## src/rtl/fp_normalize_pack_pkg.sv

```systemverilog
// Shared constants and types for the normalize/pack stage that follows the
// mantissa add/sub ALU.
//   - field widths and the exponent bias of IEEE754 single precision
//   - FSM state encoding (IDLE -> NORM -> DONE)
//   - selector telling the packer which kind of word to build
//   - packed result bundle (32-bit word + exception flags)
package fp_normalize_pack_pkg;

  localparam int MANT_W   = 24;   // incl. hidden bit
  localparam int EXP_W    = 8;
  localparam int FRAC_W   = 23;
  localparam int EXP_BIAS = 127;
  localparam int EXP_MAX  = 255;
  localparam int WORD_W   = 1 + EXP_W + FRAC_W;

  typedef enum logic [1:0] {
    ST_IDLE = 2'd0,
    ST_NORM = 2'd1,
    ST_DONE = 2'd2
  } state_e;

  typedef enum logic [1:0] {
    PK_NORMAL = 2'd0,
    PK_ZERO   = 2'd1,
    PK_OVF    = 2'd2,
    PK_UNF    = 2'd3
  } pack_sel_e;

  typedef struct packed {
    logic [WORD_W-1:0] word;
    logic              zero;
    logic              ovf;
    logic              unf;
  } pack_res_t;

endpackage

```

## src/rtl/fp_normalize_pack_pack.sv

```systemverilog
// fp_pack: combinational packer. Builds the IEEE754 single word from the
// normalized sign/exponent/fraction or one of the special encodings and
// raises the matching flag (flags are mutually exclusive by construction).
//   sign_i  result sign
//   exp_i   biased exponent (already in range 1..254 for PK_NORMAL)
//   frac_i  fraction bits below the hidden one
//   sel_i   which word to build
//   res_o   word + zero/overflow/underflow flags
module fp_pack
  import fp_normalize_pack_pkg::*;
(
  input  logic              sign_i,
  input  logic [EXP_W-1:0]  exp_i,
  input  logic [FRAC_W-1:0] frac_i,
  input  pack_sel_e         sel_i,
  output pack_res_t         res_o
);

  always_comb begin
    res_o = '0;
    unique case (sel_i)
      PK_NORMAL: res_o.word = {sign_i, exp_i, frac_i};
      PK_ZERO: begin
        // exact cancellation always yields +0
        res_o.word = '0;
        res_o.zero = 1'b1;
      end
      PK_OVF: begin
        res_o.word = {sign_i, {EXP_W{1'b1}}, {FRAC_W{1'b0}}};
        res_o.ovf  = 1'b1;
      end
      PK_UNF: begin
        res_o.word = {sign_i, {(WORD_W-1){1'b0}}};
        res_o.unf  = 1'b1;
      end
      default: res_o = '0;
    endcase
  end

endmodule

```

## src/rtl/fp_normalize_pack.sv

```systemverilog
// fp_normalize_pack: takes the ALU's 25-bit magnitude (bit 24 = carry),
// sign and common biased exponent, normalizes one bit per cycle and packs
// a single-precision word. Truncation, flush-to-zero, valid/ready on both
// sides, one item in flight.
//   clk, rst            clock, synchronous active-high reset
//   in_valid/in_ready   input handshake (ready only in IDLE)
//   mant_in, sign_in, exp_in  ALU result
//   out_valid/out_ready output handshake (valid only in DONE)
//   result              {sign, exp, frac}
//   zero/overflow/underflow  exception flags, held with result
module fp_normalize_pack
  import fp_normalize_pack_pkg::*;
#(
  parameter int P_MANT_W  = MANT_W,
  parameter int P_EXP_W   = EXP_W,
  parameter int P_EXP_MAX = EXP_MAX
) (
  input  logic                clk,
  input  logic                rst,
  input  logic                in_valid,
  output logic                in_ready,
  input  logic [P_MANT_W:0]   mant_in,
  input  logic                sign_in,
  input  logic [P_EXP_W-1:0]  exp_in,
  output logic                out_valid,
  input  logic                out_ready,
  output logic [WORD_W-1:0]   result,
  output logic                zero,
  output logic                overflow,
  output logic                underflow
);

  localparam int EW = P_EXP_W + 1;  // work exponent has headroom for the carry bump

  state_e            state_q, state_d;
  logic [P_MANT_W:0] m_q, m_d;
  logic [EW-1:0]     e_q, e_d;
  logic              s_q, s_d;
  logic              ovf_ld_q, ovf_ld_d;   // exp_in was all-ones at load
  pack_res_t         res_q, res_d;

  pack_sel_e         sel;
  pack_res_t         pk;

  fp_pack u_pack (
    .sign_i (s_q),
    .exp_i  (e_q[P_EXP_W-1:0]),
    .frac_i (m_q[FRAC_W-1:0]),
    .sel_i  (sel),
    .res_o  (pk)
  );

  always_comb begin
    state_d  = state_q;
    m_d      = m_q;
    e_d      = e_q;
    s_d      = s_q;
    ovf_ld_d = ovf_ld_q;
    res_d    = res_q;
    sel      = PK_NORMAL;

    unique case (state_q)
      ST_IDLE: begin
        if (in_valid) begin
          m_d      = mant_in;
          s_d      = sign_in;
          e_d      = {1'b0, exp_in};
          ovf_ld_d = (exp_in == P_EXP_W'(P_EXP_MAX));
          state_d  = ST_NORM;
        end
      end

      ST_NORM: begin
        if (ovf_ld_q || (m_q[P_MANT_W] && e_q == EW'(P_EXP_MAX - 1))) begin
          sel     = PK_OVF;
          state_d = ST_DONE;
        end else if (m_q == '0) begin
          sel     = PK_ZERO;
          state_d = ST_DONE;
        end else if (m_q[P_MANT_W]) begin
          // carry out of the add: one right shift, LSB truncated
          m_d = m_q >> 1;
          e_d = e_q + EW'(1);
        end else if ((!m_q[P_MANT_W-1] && e_q <= EW'(1)) || e_q == '0) begin
          // exponent would leave the normal range; exponent 0 with a
          // normalized mantissa would encode a denormal, so flush it too
          sel     = PK_UNF;
          state_d = ST_DONE;
        end else if (!m_q[P_MANT_W-1]) begin
          m_d = m_q << 1;
          e_d = e_q - EW'(1);
        end else begin
          sel     = PK_NORMAL;
          state_d = ST_DONE;
        end
        if (state_d == ST_DONE) res_d = pk;
      end

      ST_DONE: begin
        if (out_ready) begin
          state_d = ST_IDLE;
          res_d   = '0;
        end
      end

      default: state_d = ST_IDLE;
    endcase
  end

  always_ff @(posedge clk) begin
    if (rst) begin
      state_q  <= ST_IDLE;
      m_q      <= '0;
      e_q      <= '0;
      s_q      <= 1'b0;
      ovf_ld_q <= 1'b0;
      res_q    <= '0;
    end else begin
      state_q  <= state_d;
      m_q      <= m_d;
      e_q      <= e_d;
      s_q      <= s_d;
      ovf_ld_q <= ovf_ld_d;
      res_q    <= res_d;
    end
  end

  assign in_ready  = (state_q == ST_IDLE);
  assign out_valid = (state_q == ST_DONE);
  assign result    = res_q.word;
  assign zero      = res_q.zero;
  assign overflow  = res_q.ovf;
  assign underflow = res_q.unf;

endmodule

```

## config.mk

```make
export PLATFORM = sky130hd
export DESIGN_NAME = fp_normalize_pack
export DESIGN_NICKNAME = d
export VERILOG_FILES = /design/src/rtl/fp_normalize_pack_pkg.sv /design/src/rtl/fp_normalize_pack_pack.sv /design/src/rtl/fp_normalize_pack.sv
export SDC_FILE = /design/constraint.sdc
export NUM_CORES = 1
export LEC_CHECK = 0
export CORE_MARGIN = 2
export CORE_UTILIZATION = 25
export CTS_CLUSTER_DIAMETER = 40
export DETAILED_ROUTE_END_ITERATION = 10
export PLACE_DENSITY = 0.5
export REMOVE_ABC_BUFFERS = 1
export SYNTH_ARGS = -nofsm -noshare
export SYNTH_HDL_FRONTEND = slang
export SYNTH_SLANG_ARGS = --single-unit
```

## constraint.sdc

```tcl
create_clock -name clk -period 2.8 [get_ports clk]
set_clock_uncertainty 0.2 [all_clocks]
set_input_delay 0.56 -clock clk [delete_from_list [all_inputs] [get_ports clk]]
set_output_delay 0.56 -clock clk [all_outputs]
set_load 0.01 [all_outputs]
```

### After elaboration in Yosys (flattened, before gate mapping)

Index checks and enable logic that the tools add are counted.
W data, S select, Z words.

* output and inout bits: 37
* register bits after elaboration: 73
* word-level logic and storage cells: 81
* bits of input ports: 38

* muxes and demuxes: 35
* equal/unequal tests: 15
* add/sub/neg operators: 2
* order comparisons: 1
* reduce and logical (&&, ||, !) cells: 17

Operators by type and width (number)
* $pmux W32 S4: 1
* $mux W25: 3
* $mux W24: 3
* $mux W35: 2
* $pmux W35 S2: 1
* $mux W9: 6
* $pmux W25 S2: 1
* $mux W2: 13
* $logic_not A25 Y1: 1
* $pmux W9 S2: 1
* $add A9 B1 Y9 const B: 1
* $eq A9 B8 Y1 const B: 1
* $le A9 B1 Y1 const B: 1
* $logic_not A9 Y1: 1
* $sub A9 B1 Y9 const B: 1
* $eq A2 B2 Y1 const B: 4
* $eq A8 B8 Y1 const B: 1
* $ne A2 B2 Y1 const B: 4
* $ne A3 B3 Y1 const B: 2
* $pmux W2 S3: 1
* $reduce_and A6 Y1: 1
* $reduce_and A5 Y1: 1
* $eq A2 B1 Y1 const B: 2
* $logic_not A2 Y1: 2
* other kinds (9): 15

### Longest topological paths before layout

Gate-level depths: netlist (run 1).

* word-level depth: 12
* depth in mapped cells: 10
* depth with buffers taken out: 8

### Cells and area by module

From an unflattened synthesis (run 1), not the netlist that was laid out.

* cells, all modules: 528
* area, all modules: 4306.6 um^2

Modules (own cells, without submodules)
* fp_normalize_pack: area each 4031.4 um^2, sequential area each 1461.4 um^2, cells each 480, times used 1
* fp_pack: area each 275.3 um^2, sequential area each 0.0 um^2, cells each 48, times used 1

### Least setup slack after synthesis (run 1)

Ideal clock, no wire load.

* kind: register to register
* from: reg e_q[4]
* to: reg res_q, in the netlist result[10]
* slack: 0.231 ns
* data required time: 2.483 ns
* cell stages (with the launch flop): 8
* path buffers: 2
* arrival time: 2.252 ns
* setup time: 0.117 ns
* period minus slack after synthesis: 2.569 ns
* path through: dfxtp_1 buf_6 or4_4 or4_4 o21a_4 a31o_4 buf_6 a22o_1

* longest elaborated chain between the ends: 12
* elaborated cells on any way between the ends: 27
* those cells by class: order compare (1); eq/ne (6); mux (13); reduce/logical (7)

Ends and longest elaborated chain
* start, declared: RTL line fp_normalize_pack.sv:37 `logic [EW-1:0] e_q, e_d;`
* start signal, assigned: RTL line fp_normalize_pack.sv:114 `e_q <= '0;`
* start signal, assigned: RTL line fp_normalize_pack.sv:121 `e_q <= e_d;`
* $le A9 B1 Y1: RTL line fp_normalize_pack.sv:84 `end else if ((!m_q[P_MANT_W-1] && e_q <= EW'(1)) || e_q == '0) begin`
* $logic_and A1 B1 Y1: RTL line fp_normalize_pack.sv:84
* $logic_or A1 B1 Y1: RTL line fp_normalize_pack.sv:84
* $mux W2: RTL line fp_normalize_pack.sv:84
* $mux W2: RTL line fp_normalize_pack.sv:80 `end else if (m_q[P_MANT_W]) begin`
* $mux W2: RTL line fp_normalize_pack.sv:77 `end else if (m_q == '0) begin`
* $mux W2: RTL line fp_normalize_pack.sv:74 `if (ovf_ld_q || (m_q[P_MANT_W] && e_q == EW'(P_EXP_MAX - 1))) begin`
* $mux W2: RTL line fp_normalize_pack.sv:62 `unique case (state_q)`
* $eq A2 B2 Y1, or another cell as far along: RTL line fp_normalize_pack_pack.sv:21 `unique case (sel_i)`
* $pmux W32 S4: RTL line fp_normalize_pack_pack.sv:21
* $mux W35: RTL line fp_normalize_pack.sv:96 `if (state_d == ST_DONE) res_d = pk;`
* $pmux W35 S2: RTL line fp_normalize_pack.sv:62
* end signal, assigned: RTL line fp_normalize_pack.sv:124 `res_q <= res_d;`
* end, declared: RTL line fp_normalize_pack.sv:40 `pack_res_t res_q, res_d;`

Parallel ways exist; a longest one is shown, timed or not. The select of a mux whose other input is x is not followed.
A chain may end at the register's enable or synchronous reset.

### Worst setup path after layout (run 1)

* from: reg e_q[5]
* to: reg res_q, in the netlist result[12]

Same word-level chain as after synthesis.

==> results of run 1 <==
-- where the power goes --
part	total, W	internal (W)	switching (W)
logic	0.00164	0.000709	0.000931
registers	0.00140	0.00120	0.000197
clock network	0.00115	0.000693	0.000462
total	0.00419	0.00260	0.00159
-- cells in the mapped netlist (7+ instances only) --
| master | n |
|---|---|
| a21oi_1 | 41 |
| nand2b_1 | 18 |
| a22o_1 | 25 |
| mux2i_1 | 9 |
| nor2_1 | 37 |
| o211ai_1 | 16 |
| nand2_1 | 39 |
| dfxtp_1 | 73 |
| a221o_1 | 14 |
| clkbuf_1 | 19 |
| o21ai_0 | 25 |
| nor3b_1 | 7 |
-- worst max path at each step --
stage | slack, ps | start | end | cells after the start
5_1_grt | 100 | e_q[0] | m_q[23] | 10
3_3_place_gp | 120 | e_q[0] | m_q[22] | 9
6_report | 210 | e_q[5] | result[12] | 7
3_5_place_dp | 90 | e_q[0] | m_q[15] | 9
4_1_cts | 60 | e_q[0] | m_q[15] | 9
2_1_floorplan | -940 | state_q[0] | e_q[8] | 5
-- worst max-delay path: stages, from the launching register on --
cell,delay [ps]
dfxtp_1,330
or4_4,530
or4_4,520
or2_1,290
nand2b_1,130
nor3_2,40
buf_4,220
a22o_1,200
-- sequential cells by signal, indices dropped and copies added (netlist names) --
| register | cells |
|---|---|
| underflow | 1 |
| result | 32 |
| state_q | 2 |
| m_q | 25 |
| ovf_ld_q | 1 |
| overflow | 1 |
| s_q | 1 |
| zero | 1 |
| e_q | 9 |
-- kinds of logic after synthesis --
kind of cell	count (synthesis)	share of synthesized area, %
multiplexers	9	2.508
flip-flops	73	40.68
AND/OR/NAND/NOR	138	19.16
AO/OA/AOI/OAI	153	30.34
adder cells (fa/ha/maj)	5	1.742
buffers and inverters	37	5.329
XOR/XNOR	1	0.2439
-- per-stage QoR --
step           hold WS, ps  std cells  worst slack, ps
2_1_floorplan        230.6        382           -935.0
3_3_place_gp         245.1        657            123.9
3_5_place_dp         246.8        657            91.32
4_1_cts              255.4        673            64.18
5_1_grt              290.6        673            95.39
6_report             256.5        673            214.3
-- layout by cell type (no fill, tap or decap), drive strengths merged, types with 7 or more instances in the layout --
cell type / Yosys / routed
clkdlybuf4s50: 0 / 74
dfxtp: 73 / 73
a21oi: 42 / 42
nand2: 39 / 39
nor2: 37 / 37
o21ai: 26 / 26
a22o: 25 / 25
buf: 15 / 21
nand2b: 18 / 18
o211ai: 16 / 16
a221o: 14 / 14
clkbuf: 19 / 10
mux2i: 9 / 9
nor3b: 7 / 7
-- final cells by class --
| type | count | area share (%) |
|---|---|---|
| sequential | 73 | 30.04 |
| clock inverter | 6 | 1.387 |
| multi-input combinational | 306 | 40.16 |
| inverter | 3 | 0.2312 |
| clock buffer | 10 | 4.702 |
| timing repair buffer | 95 | 18.86 |
| tap | 180 | 4.625 |
-- layer usage --
metal | global-route usage [%] | part of all wire, % | vias to the layer above
met5 | 0 | 0 | -
li1 | - | - | 1694
met2 | 24.04 | 46 | 101
met3 | 3.297 | 6.5 | 13
met4 | 4.688 | 1.4 | 0
met1 | 19.84 | 46 | 1608
-- repair_timing --
action,4_1_cts,5_1_grt
setup buffers,0,0
setup endpoints to repair,0,64
resized for setup,0,4
hold endpoints to repair,0,0
==> out/qor.yml, run 1 <==
routing:
  drt-pass1-iter-count: 5
  drc: 0
  final_antenna_net_count: 0
  num_vias: 3416
  drtIter0Drc: 255
  wl_per_cell_um: 16.24
  vias_per_cell: 5.076
  routed_wl_mm: 10.93
finish:
  n_fill_cell: 1426
  design_area_um2: 4870
  nets: 531
  area_growth_pct: 35.56
  regArea_um2: 1463
  post-route-util_pct: 34.95
  drive_gt1_share_pct: 10.34
  multi_input_area_um2: 1956
  n_antenna_cell: 0
timing:
  fin_tns_setup_ps: 0
  worstMarginPinSlew_ps: 1037
  slew_headroom_pct: 30.58
  hold_viol: 0
  drv_slew: 0
  rsz0062_at_grt: "false"
  setup_viol: 0
  finalCritPeriodShare_pct: 92.35
  max_freq_mhz: 386.7
  min_period_ps: 2586
place:
  place.gp.congestion: 0.8087
  portBuffers: 74
  place_hpwl_mm: 7.647
  place_area_um2: 4558
synth:
  yosysTopAreaCellShare_pct: 40.68
  synth-async-reset-ratio_pct: 0
  syn-cell-area_um2: 3592
  ys_seq_area_share_pct: 40.68
  yosysWarnings: 0
  synth_largest_area_cell: "dfxtp_1"
  avgSynthCellArea_um2: 8.635
  synth.area.top_cells: "dfxtp_1, a22o_1, a21oi_1"
  netlist_instances: 416
  synth_edf_count: 0
  synth_cell_types: 47
  synth_flop_cell: "dfxtp_1"
  synth_seq_cells: 73
floorplan:
  start_util_pct: 25.78
  die_h_um: 123.9
  die_x_um: 123.9
  ios: 75
  coreArea_um2: 13930
  rows: 43
  dieArea_um2: 15340
clock_network:
  cts_tree: "yes"
  htreeDepth: 3
  clk_path_buf_depth: 2
  hold_buffers: 0
  root_buffer: "clkbuf_16"
  clk_pin_slew_ps: 60
  clkLatencyLatePin_ps: 340
  cts_sinks: 73
  cts-buffers-inserted: 9
global_route:
  grt_pass1_vias: 3334
  grt_overflow_total: 0
  antenna_found_initial: 0
  grt_pass1_wl_mm: 17.56
  grt_max_degree: 34
  groute.usage.overall_pct: 14.92
worst_setup_path:
  crit_type: "flip-flop to flip-flop"
  reg2reg_slack_ps: 210
  arrival_ps: 2610
  crit_path_end_kind: "flip-flop"
  r2r_start: "e_q[5]"
  crit_required_ps: 2820
  r2r-end: "result[12]"
  critPathLaunchType: "flip-flop"
  path_max_fanout: 23
  rr_worst_depth: 7
pwr:
  p_total_w: 0.004190
  ir_worst_vdd_uv: 344.9
  power_leakage_nw: 1.770
  power.density_nw_per_um2: 860.4
worst_hold_path:
  worstHoldStart: "s_q"
  hp-class: "flip-flop to flip-flop"
  min_path_cells: 2
  holdPathEnd: "s_q"
status:
  status: "completed"
job:
  drv_cap: 0
No activity file was read; power rests on OpenSTA's default activity.
==> inputs of run 2 (changes only) <==
--- a/config.mk
+++ b/config.mk
@@ -9,7 +9,7 @@
 export CORE_UTILIZATION = 25
 export CTS_CLUSTER_DIAMETER = 40
 export DETAILED_ROUTE_END_ITERATION = 10
-export PLACE_DENSITY = 0.5
+export DONT_BUFFER_PORTS = 1
 export REMOVE_ABC_BUFFERS = 1
 export SYNTH_ARGS = -nofsm -noshare
 export SYNTH_HDL_FRONTEND = slang
==> out/qor.yml, run 2 (synthesis results as in run 1) <==
status:
  status: "completed"
global_route:
  antenna_found_initial: 0
  grt_pass1_wl_mm: 16.05
  groute.usage.overall_pct: 13.85
  grt_overflow_total: 0
  grt_pass1_vias: 2905
  grt_max_degree: 48
worst_setup_path:
  crit_path_end_kind: "flip-flop"
  crit_required_ps: 2830
  path_max_fanout: 33
  arrival_ps: 2680
  critPathLaunchType: "flip-flop"
  rr_worst_depth: 5
  crit_type: "flip-flop to flip-flop"
place:
  place_hpwl_mm: 7.337
  place.gp.congestion: 0.8881
  place_area_um2: 3787
  dp_cells: 579
  portBuffers: 0
clock_network:
  clkLatencyLatePin_ps: 340
  clk_path_buf_depth: 2
  cts_tree: "yes"
  clk_pin_slew_ps: 60
  htreeDepth: 3
  post_cts_buffers: 0
  root_buffer: "clkbuf_16"
  cts_sinks: 73
  hold_buffers: 0
  cts-resized-gates: 0
  cts-buffers-inserted: 9
timing:
  worstMarginPinSlew_ps: 1107
  drv_slew: 0
  max_freq_mhz: 377.4
  slew_headroom_pct: 25.92
  finalCritPeriodShare_pct: 94.63
  min_period_ps: 2650
  hold_viol: 0
  setup_viol: 0
  rsz0062_at_grt: "false"
floorplan:
  die_h_um: 123.9
  rows: 43
  ios: 75
  start_util_pct: 25.78
  die_x_um: 123.9
  dieArea_um2: 15340
  coreArea_um2: 13930
pwr:
  power_leakage_nw: 1.498
  power_frac_comb_pct: 35.2
  ir_worst_vdd_uv: 440.8
  intPower_w: 0.002675
  power_switching_share_pct: 36.48
  power_frac_clock_pct: 31.3
  switchingPower_w: 0.001536
  power.density_nw_per_um2: 1019
  p_seq_share_pct: 33.6
finish:
  final_cell_mix: "dfxtp_1, a21oi_1, nand2_1, nor2_1"
  area_growth_pct: 15.01
  largest_reg_flops: 32
  n_fill_cell: 1440
  drive_gt1_share_pct: 11.08
  n_antenna_cell: 0
  fin_cells: 595
  design_area_um2: 4131
  layout_commonest_cell: "dfxtp_1"
  nets: 453
routing:
  vias_per_cell: 5.192
  final_antenna_net_count: 0
  routed_wl_mm: 10.56
  wl_per_cell_um: 17.74
  num_vias: 3089
  drt-pass1-iter-count: 4
  drc: 0
  drtIter0Drc: 196
worst_hold_path:
  hp-class: "primary input to flip-flop"
  min_path_cells: 1
job:
  drv_cap: 0
[run 2: worst paths after layout]
| check | start | to | slack, ps |
|---|---|---|---|
| worst max-delay path | e_q[4] | result[12] | 150 |
| worst min-delay path | rst | e_q[1] | 70 |
| worst max register to register | e_q[4] | result[12] | 150 |
| worst min register to register | s_q | s_q | 270 |
[run 2: power by group through the flow]
stage | combinational (W) | clock, W | sequential (W)
after global routing | 0.00163 | 0.00139 | 0.00144
final | 0.00148 | 0.00132 | 0.00141
after global placement | 0.00144 | 0 | 0.00143
after detailed placement | 0.00147 | 0 | 0.00143
after CTS | 0.00148 | 0.00134 | 0.00141
after floorplan | 0.00103 | 0 | 0.00139
[run 2: layout make-up]
type,instances,area [um^2],share of cell area (%)
clock buffer,9,225.2,5.451
clock inverter,7,118.9,2.877
inverter,3,11.26,0.2726
multi-input combinational,306,1949,47.18
sequential,73,1461,35.37
tap,180,225.2,5.451
timing repair buffer,17,140.1,3.392
[run 2: routing by layer]
layer | track usage (%) | part of all wire [%] | up-vias
met5 | 0 | 0 | -
met4 | 4.688 | 1.6 | 0
met3 | 4.167 | 8.1 | 13
met2 | 21.60 | 45 | 112
met1 | 18.16 | 45 | 1435
li1 | - | - | 1529
[run 2: per-stage QoR]
stage	power, W	hold slack [ps]	setup TNS (ps)	setup WS, ps	util (%)
floorplan	0.002416	230.6	-44160	-935.0	-
global placement	0.002864	241.7	0	215.5	27.18
detailed placement	0.002899	260.4	0	178.0	27.18
CTS	0.004227	68.49	0	164.2	29.65
global route	0.004453	67.34	0	37.88	29.65
finish	0.004211	74.91	0	150.5	29.65
[run 2: critical path, stage by stage, from the launching register on]
cell and delay (ps):
dfxtp_1 380, or4_4 560, or4_4 510, o21a_4 240
a31o_4 360, a22o_1 280
